## src/rtl/bmu_pkg.sv

```systemverilog
// Shared constants and FSM encoding for the BMU row scheduler.
package bmu_pkg;

    localparam int unsigned DW   = 11;
    localparam int unsigned WW   = 24;
    localparam int unsigned NROW = 8;
    localparam int unsigned NCOL = 8;
    localparam int unsigned RW   = $clog2(NROW);

    typedef enum logic [1:0] {
        S_IDLE = 2'd0,
        S_RUN  = 2'd1,
        S_FIN  = 2'd2
    } state_t;

endpackage

```

## src/rtl/bmu_row_scheduler_min8_tree.sv

```systemverilog
// Combinational 3-level tournament picking the smallest distance in one row.
// On equal distances the left (lower-column) contender always wins.
module min8_tree
    import bmu_pkg::*;
(
    input  logic [NCOL*DW-1:0] d_row,
    input  logic [NCOL*WW-1:0] w_row,
    output logic [DW-1:0]      row_min_d,
    output logic [WW-1:0]      row_min_w,
    output logic [2:0]         row_min_col
);

    logic [DW-1:0] w_l1_d [4];
    logic [WW-1:0] w_l1_w [4];
    logic [2:0]    w_l1_c [4];
    logic [DW-1:0] w_l2_d [2];
    logic [WW-1:0] w_l2_w [2];
    logic [2:0]    w_l2_c [2];

    // Three tournament levels; left side wins ties so lower columns win
    always_comb begin
        for (int unsigned i = 0; i < 4; i++) begin
            if (d_row[(2*i)*DW +: DW] <= d_row[(2*i+1)*DW +: DW]) begin
                w_l1_d[i] = d_row[(2*i)*DW +: DW];
                w_l1_w[i] = w_row[(2*i)*WW +: WW];
                w_l1_c[i] = 3'(2*i);
            end else begin
                w_l1_d[i] = d_row[(2*i+1)*DW +: DW];
                w_l1_w[i] = w_row[(2*i+1)*WW +: WW];
                w_l1_c[i] = 3'(2*i+1);
            end
        end
        for (int unsigned j = 0; j < 2; j++) begin
            if (w_l1_d[2*j] <= w_l1_d[2*j+1]) begin
                w_l2_d[j] = w_l1_d[2*j];
                w_l2_w[j] = w_l1_w[2*j];
                w_l2_c[j] = w_l1_c[2*j];
            end else begin
                w_l2_d[j] = w_l1_d[2*j+1];
                w_l2_w[j] = w_l1_w[2*j+1];
                w_l2_c[j] = w_l1_c[2*j+1];
            end
        end
        if (w_l2_d[0] <= w_l2_d[1]) begin
            row_min_d   = w_l2_d[0];
            row_min_w   = w_l2_w[0];
            row_min_col = w_l2_c[0];
        end else begin
            row_min_d   = w_l2_d[1];
            row_min_w   = w_l2_w[1];
            row_min_col = w_l2_c[1];
        end
    end

endmodule

```

## src/rtl/bmu_row_scheduler.sv

```systemverilog
// BMU search sequencer: issues 8 row reads, reduces returned rows to a row
// minimum and tracks the running best across rows (earlier row wins ties).
module bmu_row_scheduler
    import bmu_pkg::*;
(
    input  logic               clk,
    input  logic               rst,
    input  logic               start,
    output logic               busy,
    output logic               rd_en,
    output logic [RW-1:0]      rd_row,
    input  logic               in_valid,
    input  logic [NCOL*DW-1:0] d_row,
    input  logic [NCOL*WW-1:0] w_row,
    output logic [2:0]         X_c,
    output logic [RW-1:0]      Y_c,
    output logic [WW-1:0]      weight_c,
    output logic [DW-1:0]      min_d,
    output logic               done
);

    state_t        r_state;
    logic [RW-1:0] r_issue_cnt;
    logic          r_issue_done;
    logic [RW-1:0] r_ret_cnt;
    logic [DW-1:0] r_best_d;
    logic [WW-1:0] r_best_w;
    logic [2:0]    r_best_x;
    logic [RW-1:0] r_best_y;
    logic [2:0]    r_x;
    logic [RW-1:0] r_y;
    logic [WW-1:0] r_w;
    logic [DW-1:0] r_d;

    logic [DW-1:0] w_row_min_d;
    logic [WW-1:0] w_row_min_w;
    logic [2:0]    w_row_min_col;
    logic          w_accept;
    logic          w_take;
    logic          w_last;
    logic [DW-1:0] w_nxt_d;
    logic [WW-1:0] w_nxt_w;
    logic [2:0]    w_nxt_x;
    logic [RW-1:0] w_nxt_y;

    min8_tree u_min8 (
        .d_row       (d_row),
        .w_row       (w_row),
        .row_min_d   (w_row_min_d),
        .row_min_w   (w_row_min_w),
        .row_min_col (w_row_min_col)
    );

    // Next-best selection; row 0 loads unconditionally, later rows need strictly less
    always_comb begin
        w_accept = (r_state == S_RUN) && in_valid;
        w_take   = w_accept && ((r_ret_cnt == '0) || (w_row_min_d < r_best_d));
        w_last   = w_accept && (r_ret_cnt == RW'(NROW-1));
        w_nxt_d  = r_best_d;
        w_nxt_w  = r_best_w;
        w_nxt_x  = r_best_x;
        w_nxt_y  = r_best_y;
        if (w_take) begin
            w_nxt_d = w_row_min_d;
            w_nxt_w = w_row_min_w;
            w_nxt_x = w_row_min_col;
            w_nxt_y = r_ret_cnt;
        end
    end

    // FSM, issue/return counters, running best and published result registers
    always_ff @(posedge clk) begin
        if (!rst) begin
            r_state      <= S_IDLE;
            r_issue_cnt  <= '0;
            r_issue_done <= 1'b0;
            r_ret_cnt    <= '0;
            r_best_d     <= '1;
            r_best_w     <= '0;
            r_best_x     <= '0;
            r_best_y     <= '0;
            r_x          <= '0;
            r_y          <= '0;
            r_w          <= '0;
            r_d          <= '1;
        end else begin
            case (r_state)
                S_IDLE: begin
                    if (start) begin
                        r_state      <= S_RUN;
                        r_issue_cnt  <= '0;
                        r_issue_done <= 1'b0;
                        r_ret_cnt    <= '0;
                        r_best_d     <= '1;
                    end
                end
                S_RUN: begin
                    if (!r_issue_done) begin
                        r_issue_cnt <= r_issue_cnt + RW'(1);
                        if (r_issue_cnt == RW'(NROW-1)) begin
                            r_issue_done <= 1'b1;
                        end
                    end
                    if (w_accept) begin
                        r_ret_cnt <= r_ret_cnt + RW'(1);
                        r_best_d  <= w_nxt_d;
                        r_best_w  <= w_nxt_w;
                        r_best_x  <= w_nxt_x;
                        r_best_y  <= w_nxt_y;
                        // Results published on FIN entry include the 8th row's update
                        if (w_last) begin
                            r_state <= S_FIN;
                            r_x     <= w_nxt_x;
                            r_y     <= w_nxt_y;
                            r_w     <= w_nxt_w;
                            r_d     <= w_nxt_d;
                        end
                    end
                end
                S_FIN: begin
                    r_state <= S_IDLE;
                end
                default: begin
                    r_state <= S_IDLE;
                end
            endcase
        end
    end

    // Outputs decoded from registered state
    always_comb begin
        busy     = (r_state != S_IDLE);
        done     = (r_state == S_FIN);
        rd_en    = (r_state == S_RUN) && !r_issue_done;
        rd_row   = r_issue_cnt;
        X_c      = r_x;
        Y_c      = r_y;
        weight_c = r_w;
        min_d    = r_d;
    end

endmodule

```

## config.mk

```make
export PLATFORM = sky130hd
export DESIGN_NAME = bmu_row_scheduler
export DESIGN_NICKNAME = d
export VERILOG_FILES = /design/src/rtl/bmu_pkg.sv /design/src/rtl/bmu_row_scheduler_min8_tree.sv /design/src/rtl/bmu_row_scheduler.sv
export SDC_FILE = /design/constraint.sdc
export NUM_CORES = 1
export LEC_CHECK = 0
export CAP_MARGIN = 20
export CORE_ASPECT_RATIO = 0.5
export CORE_MARGIN = 2
export CORE_UTILIZATION = 45
export CTS_CLUSTER_DIAMETER = 40
export DETAILED_ROUTE_END_ITERATION = 16
export PLACE_DENSITY = 0.8
export SLEW_MARGIN = 20
export SYNTH_ARGS = -nofsm -noshare
export SYNTH_HDL_FRONTEND = slang
export SYNTH_HIERARCHICAL = 1
export SYNTH_SLANG_ARGS = --single-unit
```

## constraint.sdc

```tcl
create_clock -name clk -period 14.3 [get_ports clk]
set_input_delay 2.145 -clock clk [delete_from_list [all_inputs] [get_ports clk]]
set_output_delay 2.145 -clock clk [all_outputs]
set_load 0.02 [all_outputs]
```

* Word-level counts from Yosys, hierarchy flattened
Cells that the tools add are included.
Word-level totals: register bits 91, word-level logic and storage cells 87, input port bits 284, output and inout bits 47
Operators by class: $add $sub $neg 2, order comparisons 8, eq/ne operators 8, multiplexer cells 41, reduce and logical (&&, ||, !) cells 16
Operators with widths (count):
- two-way mux 24 bit | 8
- two-way mux 11 bit | 10
- <= comparator 11 bit | 7
- one-hot mux 11 bit (2 select lines) | 1
- two-way mux 3 bit | 6
- one-hot mux 3 bit (2 select lines) | 2
- AND reduction 3 bit | 4
- < comparator 11 bit | 1
- two-way mux 2 bit | 5
- != test 2 bit (second input constant) | 4
- two-way mux 1 bit | 7
- adder 3 x 1 -> 3 bit (second input constant) | 2
- == test 3 bit (second input constant) | 2
- logical AND 1 bit | 4
- one-hot mux 2 bit (2 select lines) | 1
- AND reduction 2 bit | 2
- nonzero test 2 bit | 2
- zero test 3 bit | 1
- == test 2 x 1 -> 1 bit (second input constant) | 1
- == test 2 bit (second input constant) | 1
- zero test 2 bit | 1
- one-hot mux 1 bit (2 select lines) | 1
- zero test 1 bit | 1
- logical OR 1 bit | 1

* Logic depth before layout (Yosys ltp)
Gate-level depths: netlist (run 1).
word-level depth 12, mapped depth 43, gate-level depth less buffers 35

* Hierarchy
Netlist (run 1), hierarchy kept.
Modules (own cells, without submodules):
- min8_tree | area each 5109.9 um^2, instances 1, cells each 673
- bmu_row_scheduler | area each 4446.8 um^2, instances 1, cells each 512

* Worst setup path after synthesis (run 1)
No wires, ideal clock.
path type input to register, from in d_row[19], to reg r_best_w[0], path buffers 8, data arrival time 10554 ps, slack 3675 ps, cell stages on the path 43, cells stage by stage inv_1 -> ha_1 -> a211oi_1 -> nor2_1 -> a2111oi_2 -> or2_2 -> clkbuf_1 -> clkbuf_1 -> nor2_1 -> a21oi_1 -> inv_1 -> ha_1 -> nor2b_1 -> o21ai_0 -> nand2b_1 -> a21oi_1 -> maj3_1 -> or4_1 -> [7 not listed] -> o21a_1 -> o21a_1 -> o21a_1 -> o21ai_0 -> a21oi_1 -> mux2i_1 -> and3_1 -> buf_2 -> buf_2 -> o31ai_1 -> ha_1 -> a21oi_1 -> a21boi_1 -> o31a_1 -> buf_2 -> a211oi_4 -> buf_6 -> mux2i_1
On the way: word-level cells in the longest chain between the ends 10, elaborated cells on any way between the ends 13, those cells by class order compare (4); mux (7); reduce/logical (2)
Ends and longest elaborated chain:
- from (decl) | line bmu_row_scheduler.sv:13 | input logic [NCOL*DW-1:0] d_row,
- <= comparator 11 bit | line bmu_row_scheduler_min8_tree.sv:23 | if (d_row[(2*i)*DW +: DW] <= d_row[(2*i+1)*DW +: DW]) begin
- two-way mux 11 bit (*) | line bmu_row_scheduler_min8_tree.sv:23
- <= comparator 11 bit | line bmu_row_scheduler_min8_tree.sv:34 | if (w_l1_d[2*j] <= w_l1_d[2*j+1]) begin
- two-way mux 11 bit (*) | line bmu_row_scheduler_min8_tree.sv:34
- <= comparator 11 bit | line bmu_row_scheduler_min8_tree.sv:44 | if (w_l2_d[0] <= w_l2_d[1]) begin
- two-way mux 11 bit (*) | line bmu_row_scheduler_min8_tree.sv:44
- named net w_row_min_d[9] | line bmu_row_scheduler.sv:35 | logic [DW-1:0] w_row_min_d;
- < comparator 11 bit (*) | line bmu_row_scheduler.sv:57 | w_take = w_accept && ((r_ret_cnt == '0) || (w_row_min_d < r_best_d));
- logical OR 1 bit (*) | line bmu_row_scheduler.sv:57
- logical AND 1 bit (*) | line bmu_row_scheduler.sv:57
- two-way mux 24 bit (*) | line bmu_row_scheduler.sv:63 | if (w_take) begin
- to (signal assigned) | line bmu_row_scheduler.sv:107 | r_best_w <= w_nxt_w;
- to (decl) | line bmu_row_scheduler.sv:27 | logic [WW-1:0] r_best_w;
Mark *: on every way through the listed nets, which the timed path passes. The rest lies on a longest branch. A chain may end at the register's enable or synchronous reset.

* Worst setup path after layout (run 1)
from in d_row[13], to reg r_w[6], in the netlist weight_c[6]
On the way: word-level cells in the longest chain between the ends 10, elaborated cells on any way between the ends 13, those cells by class order compare (4); mux (7); reduce/logical (2)
Ends and longest elaborated chain:
- <= comparator 11 bit | line bmu_row_scheduler_min8_tree.sv:23
- two-way mux 11 bit (*) | line bmu_row_scheduler_min8_tree.sv:23
- <= comparator 11 bit | line bmu_row_scheduler_min8_tree.sv:34
- two-way mux 11 bit (*) | line bmu_row_scheduler_min8_tree.sv:34
- <= comparator 11 bit | line bmu_row_scheduler_min8_tree.sv:44
- two-way mux 11 bit (*) | line bmu_row_scheduler_min8_tree.sv:44
- named net w_row_min_d[9] | line bmu_row_scheduler.sv:35
- < comparator 11 bit (*) | line bmu_row_scheduler.sv:57
- logical OR 1 bit (*) | line bmu_row_scheduler.sv:57
- logical AND 1 bit (*) | line bmu_row_scheduler.sv:57
- two-way mux 24 bit (*) | line bmu_row_scheduler.sv:63
- to (signal assigned) | line bmu_row_scheduler.sv:115 | r_w <= w_nxt_w;
- to (decl) | line bmu_row_scheduler.sv:32 | logic [WW-1:0] r_w;
Marks and branches as above.

==> out/results.txt, run 1 <==
Final setup TNS: 0 ps. The mean area per synthesized cell came out at 8.06 sq um. In this run the core area contains 37 standard-cell rows.

The clock latency reported for the late side of the worst-skew pair is 340 ps, and the max-slew headroom at the worst pin is 28.9%. Summed over all layers, the global routing overflow is 0. For this run, the number of standard cells in the final layout without fillers is 1726.

The run finished with clean final reports. The share of the clock period used by the worst path after layout came out at 88.9%. The required time of the worst setup path came out at 14500 ps. The via density per instance was 6.01. During I/O placement, the number of pins put on the boundary was 331. Counting every instance in the synthesized netlist gives 1185.

The run gives 0.0690 mV as the worst voltage drop across the vdd grid. Among the stages of the critical path, the cell type that occurs most often is sky130_fd_sc_hd__buf_4. For this run, the register share of the synthesized area comes to 19.1%.

In the routed design, unresolved DRC markers number 0. Counting I/O delays and the setup requirement, the final critical path takes 12720 ps. The logs give 0 for the count of cells resized by post-cts repair and 1821 for the net total in the final layout.

For this block, the initial DRC count from the detailed router was 892. By area the synthesized netlist is led by sky130_fd_sc_hd__dfxtp_1 19%, sky130_fd_sc_hd__mux2i_1 14%, sky130_fd_sc_hd__ha_1 11%. The detail route stage leaves a number of antenna-violating nets equal to 0. Entering global routing, the biggest net connects 77 pins. Counting the buffers created by CTS gives 9.

Synthesized flop and latch total: 91. Number of I/O port buffers: 330. No sink is reached through more buffers than the 2 on the longest clock path. For the worst setup path, the data arrival time is 12920 ps. The die covers 22500 sq um.

For the setup fix buffers added after clock tree synthesis, the log shows 0. The run gives 6 as the number of warning messages in the yosys log. The tightest min-delay check is of the reg2reg type.

The largest fanout on the critical path came out at 36. The H-tree was split into 3 levels. When the netlist entered floorplanning its net count stood at 1556. Summing all non-filler instances in the final layout gives an area of 13400 sq um. The final-report max-slew violation count is 0. The tools report the placed wire-length estimate after detailed placement as 27300 microns. Based on the critical path, the design can be clocked at up to 0.0786 GHz. The logs give 0 for the count of hold buffers inserted by post-cts repair and 13000 sq um for the instance area after placement. Setup violations remaining at the end of the flow were counted as 0. For this design the ratio of total power to cell area is 101 nW/um^2. The synthesized design devotes to its leading area cell type 19.1% of total area.

The run gives 11040 ps as the internal reg-to-reg setup slack. The critical path in this run is classified as in2reg. After clock tree synthesis, the clock-pin slew on the worst setup and hold paths is 60 ps. The slowest stage of the critical path belongs to the cell sky130_fd_sc_hd__o31a_1. The number of hold violations in the final report is 0. Setup repair after global routing left no endpoint under its margin. The library cell with the largest summed area after synthesis was sky130_fd_sc_hd__dfxtp_1. Clock skew on the completed layout was measured at 4.85 ps. Area inside the core boundary: 20700 sq um. In the synthesized netlist the async set-or-reset flop fraction comes to 0%. The leakage dissipation was 0.00553 uW; the global-route wire length before repair was 53600 microns.

Detailed-router iteration count before antenna repair: 5. Main flop type after synthesis: sky130_fd_sc_hd__dfxtp_1. The run gives 34300 microns as the routed wire length. The startpoint class of the critical path is a primary input. The via count of the first global-routing pass was 10142.

The share of final-layout standard cells stronger than drive strength 1 came out at 8.47%. The tools report the count of maximum capacitance violations as 0. For the pin with the worst max-slew slack, the measured transition is 1060 ps. After synthesis, the netlist uses 63 different library cells. Highest cell delay on the worst timing path: 730 ps.

Clock tree synthesis found a total of 91 sinks. The final route contains 10376 vias. Summing every instance area after synthesis gives 9560 sq um. The run gives 0 as the number of antenna violations at the first check in global routing. 0 antenna diodes ended up in the layout. Routability-driven placement finished with a final weighted congestion of 0.974. Counting flops with a built-in enable in the synthesized netlist gives 0. The die is 107 microns tall. The horizontal extent of the die works out to 210 microns. Dividing the detail-routed wire length by the instance count gives 19.9 microns.

For this run, the total global-route usage over all layers was measured as 29.8%. TritonCTS built the clock tree. The endpoint class of the critical path is a register.

The tools report the cell chosen for the clock root as sky130_fd_sc_hd__clkbuf_16. From synthesis to final layout, the design area changed by 39.9%. Once the floorplan was initialized, standard cells occupied 46.2% of the core. The number of instances in the placed design was 1711.
-- metrics by stage --
step                      util, %  hold slack, ps  total power [uW]  worst slack [ps]
after floorplan                 -             435               784              3670
after detailed placement     63.0             450              1070              1400
after global routing         64.6             475              1420               910
after CTS                    64.5             460              1320              1680
final                        64.6             459              1350              1580
after global placement       63.0             442              1040              1760
-- worst paths after layout --
path | start | to | cells past startpoint
max | d_row[13] | weight_c[6] | 41
min | r_best_w[23] | r_best_w[23] | 2
max reg2reg | r_best_d[8] | weight_c[6] | 9
min reg2reg | r_best_w[23] | r_best_w[23] | 2
-- Yosys cell counts (31+ instances only) --
cell	count
sky130_fd_sc_hd__mux2i_1	137
sky130_fd_sc_hd__dfxtp_1	91
sky130_fd_sc_hd__nand2_1	91
sky130_fd_sc_hd__ha_1	87
sky130_fd_sc_hd__clkbuf_1	75
sky130_fd_sc_hd__inv_1	70
sky130_fd_sc_hd__a21oi_1	63
sky130_fd_sc_hd__mux2_2	59
sky130_fd_sc_hd__nor2_1	57
sky130_fd_sc_hd__a211oi_1	55
sky130_fd_sc_hd__nand4_1	47
sky130_fd_sc_hd__o21ai_0	47
sky130_fd_sc_hd__o31ai_1	34
sky130_fd_sc_hd__a2111oi_0	31
sky130_fd_sc_hd__nor3_1	31
-- kinds of logic after synthesis --
family          count (synthesis)  share of synthesized area [%]
buf+inv                       164                           6.89
flops                          91                           19.1
mux                           196                           21.3
simple gates                  343                           18.6
xor+xnor                        3                          0.275
fa+ha+maj                      89                           11.6
compound gates                299                           22.3
-- worst max-delay path, delay by kind of cell --
family | cells | cell delay (ps)
fa+ha+maj | 5 | 1570
mux | 2 | 460
compound gates | 17 | 4100
simple gates | 9 | 2000
buf+inv | 8 | 2630
-- layout by cell type (no fill, tap or decap), types with 4 or more instances in the layout --
cell                              instances
sky130_fd_sc_hd__nor3_1                  31
sky130_fd_sc_hd__and3_1                  22
sky130_fd_sc_hd__a21oi_1                 63
sky130_fd_sc_hd__and2_1                   6
sky130_fd_sc_hd__o21a_1                   6
sky130_fd_sc_hd__nand3_1                  6
sky130_fd_sc_hd__o31ai_1                 34
sky130_fd_sc_hd__nor2_1                  53
sky130_fd_sc_hd__mux2i_1                135
sky130_fd_sc_hd__or2_2                   10
sky130_fd_sc_hd__nor2_4                   4
sky130_fd_sc_hd__mux2_2                  59
sky130_fd_sc_hd__clkbuf_16                9
sky130_fd_sc_hd__a21o_1                  12
sky130_fd_sc_hd__clkdlybuf4s50_1        329
sky130_fd_sc_hd__dfxtp_1                 91
sky130_fd_sc_hd__buf_4                   18
sky130_fd_sc_hd__and4_1                   7
sky130_fd_sc_hd__a21boi_0                 5
sky130_fd_sc_hd__nand2b_1                 9
sky130_fd_sc_hd__a2111oi_0               31
sky130_fd_sc_hd__o21ai_0                 46
sky130_fd_sc_hd__ha_1                    87
sky130_fd_sc_hd__nor2b_1                 29
sky130_fd_sc_hd__nand4_1                 47
sky130_fd_sc_hd__a211oi_1                55
sky130_fd_sc_hd__nor3b_1                 12
sky130_fd_sc_hd__a2bb2oi_1               11
sky130_fd_sc_hd__inv_1                   70
sky130_fd_sc_hd__nand2_1                 91
-- cell type report --
type / count / area, sq um
timing repair buffer: 348 / 3450
fill: 1719 / 7330
clock buffer: 12 / 256
sequential: 91 / 1820
inverter: 70 / 263
multi-input combinational: 930 / 7180
tap: 273 / 342
clock inverter: 2 / 60.1
-- flip-flops by register name, indices dropped and copies added (netlist names) --
register / cells
min_d: 11
r_state: 2
r_issue_done: 1
r_best_x: 3
r_best_y: 3
rd_row: 3
X_c: 3
r_best_d: 11
r_best_w: 24
Y_c: 3
r_ret_cnt: 3
weight_c: 24
-- where the power goes --
| group | switching [uW] | internal [uW] | total, uW |
|---|---|---|---|
| Clock | 94.0 | 161 | 255 |
| Sequential | 9.80 | 271 | 281 |
| Combinational | 482 | 328 | 810 |
-- per-layer routing --
metal	part of all wire, %	routed length (microns)	track usage (%)
met5	0	0	0
met4	2.5	860	8.71
met3	6.7	2300	3.22
met2	46	15900	49.5
met1	44	15300	40.8
No activity file was read; power rests on OpenSTA's default activity.
==> inputs of run 2 (changes only) <==
- ABC_AREA: default -> 1
- MAX_ROUTING_LAYER: default -> met4
==> run 2 against run 1 <==
Net effect:
- sequential cell count is the same
- critical path type unchanged
- fmax grew 18%
- wire length shrank 3.5%
- worst hold slack gained 7.2 ps
- critical endpoint unchanged
- clock-buffer cell count shrank 2
==> out/results.txt, run 2 <==
The endpoint class of the critical path was a register. The share of the synthesized area in the top cell type was 19.8% (+0.73 points). The routed wire length was 33100 microns (-3.5%).

The tools report the fraction of the core area covered by cells at the end of the flow as 64.6% (about the same). For the register area, the log shows 1820 sq um (unchanged). The count of cells resized by post-cts repair was 0 (unchanged).

The sequential fraction of design power is 21.4% (+0.5 points). The number of hold violations in the final report is 0 (unchanged), and the mean area per synthesized cell is 6.41 sq um (-20%). Total global routing overflow: 0 (unchanged). The run gives 1975 (+14%) as the final instance count without filler cells. The detailed-router iteration count before antenna repair is 5 (unchanged). The logs give 0 ps (unchanged) for the final setup TNS and 1786 (+3.9%) for the layout filler cell count.

The setup fix buffers added after clock tree synthesis was 0 (unchanged); the all-layer global routing usage was 30.2% (+0.49 points). The count of vias placed by the detailed router was 10459 (+0.80%); the via density per instance was 5.30 (-12%). The logs give 2075 (+14%) for the net total in the final layout and 6 (unchanged) for the number of warning messages in the yosys log.

The logs give 91 (unchanged) for the number of clock sinks and 466 ps (+7.22 ps) for the worst hold-check slack. The total I/O pin count came out at 331 (unchanged). The cell repeated most along the worst path is sky130_fd_sc_hd__nand2_1. The number of flops mapped to enable cells by yosys was 0 (unchanged).

The minimum clock period was 10800 ps (-1920 ps). The largest fanout on the critical path was 55 (+53%). The required time of the worst setup path is 14540 ps (+40 ps), and the number of instances in the placed design is 1959 (+14%).

The number of nets in the synthesized netlist is 1806 (+16%), and the CTS clock-pin slew for the worst setup and hold paths is 70 ps (about the same). The arrival time at the worst endpoint was 11040 ps (-1880 ps). The run gives 0.964 (-1.0%) as the placer's final routability congestion estimate.

The worst setup path is launched from a primary input. The run gives 19.8% (+0.73 points) as the sequential cell area fraction in the yosys report. For the standard-cell row count, the log shows 36 (-2.7%).

For the mapped cell area, the log shows 9200 sq um (-3.7%). The kind of cell with the highest combined delay along the critical path is simple AND/OR/NAND/NOR gates. TritonCTS built the clock tree. The post-synthesis cell type count was 40 (-37%); the highest cell delay on the worst timing path was 590 ps (-140 ps). Leaving out fill and tap cells, the most frequent cell in the layout is sky130_fd_sc_hd__nand2_1. For the number of nets still failing antenna checks after routing, the log shows 0 (unchanged). Number of levels in the clock H-tree: 3 (unchanged). The number of buffers created by CTS was 9 (unchanged).

The final-report max-slew violation count is 0 (unchanged), and the die footprint is 21700 sq um (-3.6%). The fraction of registers with async set or reset after synthesis came out at 0% (unchanged). The slowest stage of the critical path is the sky130_fd_sc_hd__nand2_2 cell.

The max-slew headroom at the worst pin was 39.8% (+11 points); the maximum buffer depth of the clock tree was 2 (unchanged). The share of the clock period used by the worst path after layout was 75.5% (-13 points); the area inside the core boundary was 19800 sq um (-4.4%). For the global-route wire length before repair, the log shows 50300 microns (-6.2%).

Setup repair after global routing left no endpoint under its margin. Cell chosen for the clock root: sky130_fd_sc_hd__clkbuf_16. The number of I/O port buffers is 330 (unchanged).

Leaving out fill and tap cells, the most frequent cells in the layout are 340 x sky130_fd_sc_hd__nand2_1, 330 x sky130_fd_sc_hd__clkdlybuf4s50_1, 158 x sky130_fd_sc_hd__inv_1. Internal cell power: 699 uW (-7.9%). The run finished with clean final reports. The synthesized flop and latch total is 91 (unchanged). The die height works out to 105 microns (-1.8%). The worst setup slack before clock tree synthesis came out at 3430 ps (+2020 ps). The part of the power in the clock network is 20.3% (+1.4 points), and the post-layout worst setup margin is 3500 ps (+1920 ps).

Clock tree skew after final layout: 8.60 ps (+3.75 ps). The total buffers and inverters traversed by the critical path works out to 7 (-1). The logs give 58.2% (-2.0 points) for the combinational group share of total power and 889 (-0.34%) for the DRC marker count from the first detailed-route iteration. The tools report the count of hold buffers inserted by post-cts repair as 0 (unchanged). Type of the worst setup path: in2reg. The average wire per standard cell is 16.8 microns (-16%), and the slew at the pin with the worst max-slew slack is 902 ps (-162 ps).

The tools report the antenna cell count as 0 (unchanged). The library cell with the largest summed area after synthesis was sky130_fd_sc_hd__dfxtp_1. The horizontal extent of the die is 206 microns (-1.8%). For the final number of setup-violating endpoints, the log shows 0 (unchanged). The net switching share of the total power was 45.8% (+2.2 points).

Footprint of the multi-input gates: 6290 sq um (-12%). For this run, the leading register cell type out of synthesis is sky130_fd_sc_hd__dfxtp_1. The number of antenna violations at the first check in global routing was 0 (unchanged); the post-synthesis to final-layout area growth was 38.7%.

The via count of the first global-routing pass came out at 9724 (-4.1%). The run gives 0.0763 mV (+11%) as the worst voltage drop across the vdd grid. Leakage dissipation: 0.00617 uW (+12%).

For the switching power, the log shows 591 uW (+0.74%). For the maximum clock frequency, the log shows 0.0926 GHz (+18%). The share of final-layout standard cells stronger than drive strength 1 was 9.07% (+0.60 points). For the clock latency reported for the late side of the worst-skew pair, the log shows 350 ps (about the same). The count of maximum capacitance violations is 0 (unchanged), and the power density over the cells is 101 nW/um^2 (+0.37%). For the pin count of the biggest net entering global routing, the log shows 74 (-3.9%).

Yosys attributes the largest share of cell area to sky130_fd_sc_hd__dfxtp_1 20%, sky130_fd_sc_hd__nand2_1 14%, sky130_fd_sc_hd__ha_1 12%. The class of the tightest hold or removal check is reg2reg. By count the netlist is led by 340 x sky130_fd_sc_hd__nand2_1, 158 x sky130_fd_sc_hd__inv_1, 131 x sky130_fd_sc_hd__nand3_1.

Cell with the most instances after synthesis: sky130_fd_sc_hd__nand2_1. The gate count after technology mapping was 1435 (+21%); the initial core utilization was 46.5% (+0.36 points). The remaining design rule violation count came out at 0 (unchanged). The run gives 26900 microns (-1.8%) as the placed wire-length estimate after detailed placement.
==> run 2: cell count changes after synthesis, moves of 40 or more <==
cell                       previous run  this run
sky130_fd_sc_hd__a211oi_1            55         7
sky130_fd_sc_hd__clkbuf_1            75        35
sky130_fd_sc_hd__inv_1               70       158
sky130_fd_sc_hd__mux2_2              59         0
sky130_fd_sc_hd__mux2i_1            137        48
sky130_fd_sc_hd__nand2_1             91       340
sky130_fd_sc_hd__nand2_2              0        43
sky130_fd_sc_hd__nand3_1              7       131
sky130_fd_sc_hd__nand4_1             47         6
sky130_fd_sc_hd__nor2_1              57        97
sky130_fd_sc_hd__o211ai_1             2        48
sky130_fd_sc_hd__o21ai_0             47        92
==> run 2: logic make-up after synthesis <==
kind of cell / Yosys count / synth area share [%]
multiplexers: 48 / 5.22
flip-flops: 91 / 19.8
AO/OA/AOI/OAI: 257 / 15.6
adder cells (fa/ha/maj): 87 / 11.8
buffers and inverters: 250 / 11.9
AND/OR/NAND/NOR: 702 / 35.7
==> run 2: power by group through the flow <==
stage,combinational (uW),sequential [uW],clock (uW)
6_report,751,277,262
5_1_grt,830,278,275
4_1_cts,737,276,264
3_5_place_dp,733,282,0
3_3_place_gp,713,282,0
2_1_floorplan,520,282,0
==> run 2: area by class of cell <==
class                      count  share of cell area, %
tap                          266                   2.61
multi-input combinational   1094                   49.3
timing repair buffer         335                   26.2
inverter                     173                   5.15
clock buffer                  10                   1.79
sequential                    91                   14.3
clock inverter                 6                  0.745
==> run 2: final timing paths <==
| check | start | endpoint | slack [ps] | cells past startpoint |
|---|---|---|---|---|
| hold reg to reg | r_best_w[15] | r_best_w[15] | 470 | 2 |
| hold / removal | r_best_w[15] | r_best_w[15] | 470 | 2 |
| setup / recovery | d_row[85] | weight_c[6] | 3500 | 44 |
| setup reg to reg | r_best_d[10] | weight_c[6] | 11810 | 11 |
==> run 2: metal layers <==
| metal | GRT usage [%] | up-vias | routed length, microns | part of all wire (%) |
|---|---|---|---|---|
| met5 | - | - | 0 | 0 |
| met4 | 7.60 | 0 | 720 | 2.2 |
| met3 | 4.18 | 54 | 1870 | 5.7 |
| met2 | 49.3 | 331 | 15800 | 48 |
| met1 | 39.5 | 4838 | 14700 | 45 |
| li1 | - | 5236 | - | - |
==> run 2: through the flow <==
step	power (uW)	area [sq um]
final	1290	12800
after global routing	1380	12800
after CTS	1280	12800
after detailed placement	1010	12400
after global placement	995	12400
after floorplan	802	9200
==> run 2: worst register-to-register path: stages (launching register included) <==
cell                      delay, ps
sky130_fd_sc_hd__dfxtp_1        330
sky130_fd_sc_hd__inv_1           70
sky130_fd_sc_hd__ha_1           310
sky130_fd_sc_hd__a21o_1         180
sky130_fd_sc_hd__nor2_1         150
sky130_fd_sc_hd__nand3_2        120
sky130_fd_sc_hd__nand2_4        380
sky130_fd_sc_hd__nand2_8        420
sky130_fd_sc_hd__nand2_1        210
sky130_fd_sc_hd__nand3_1        100
sky130_fd_sc_hd__nand2_1        100
sky130_fd_sc_hd__inv_1           40
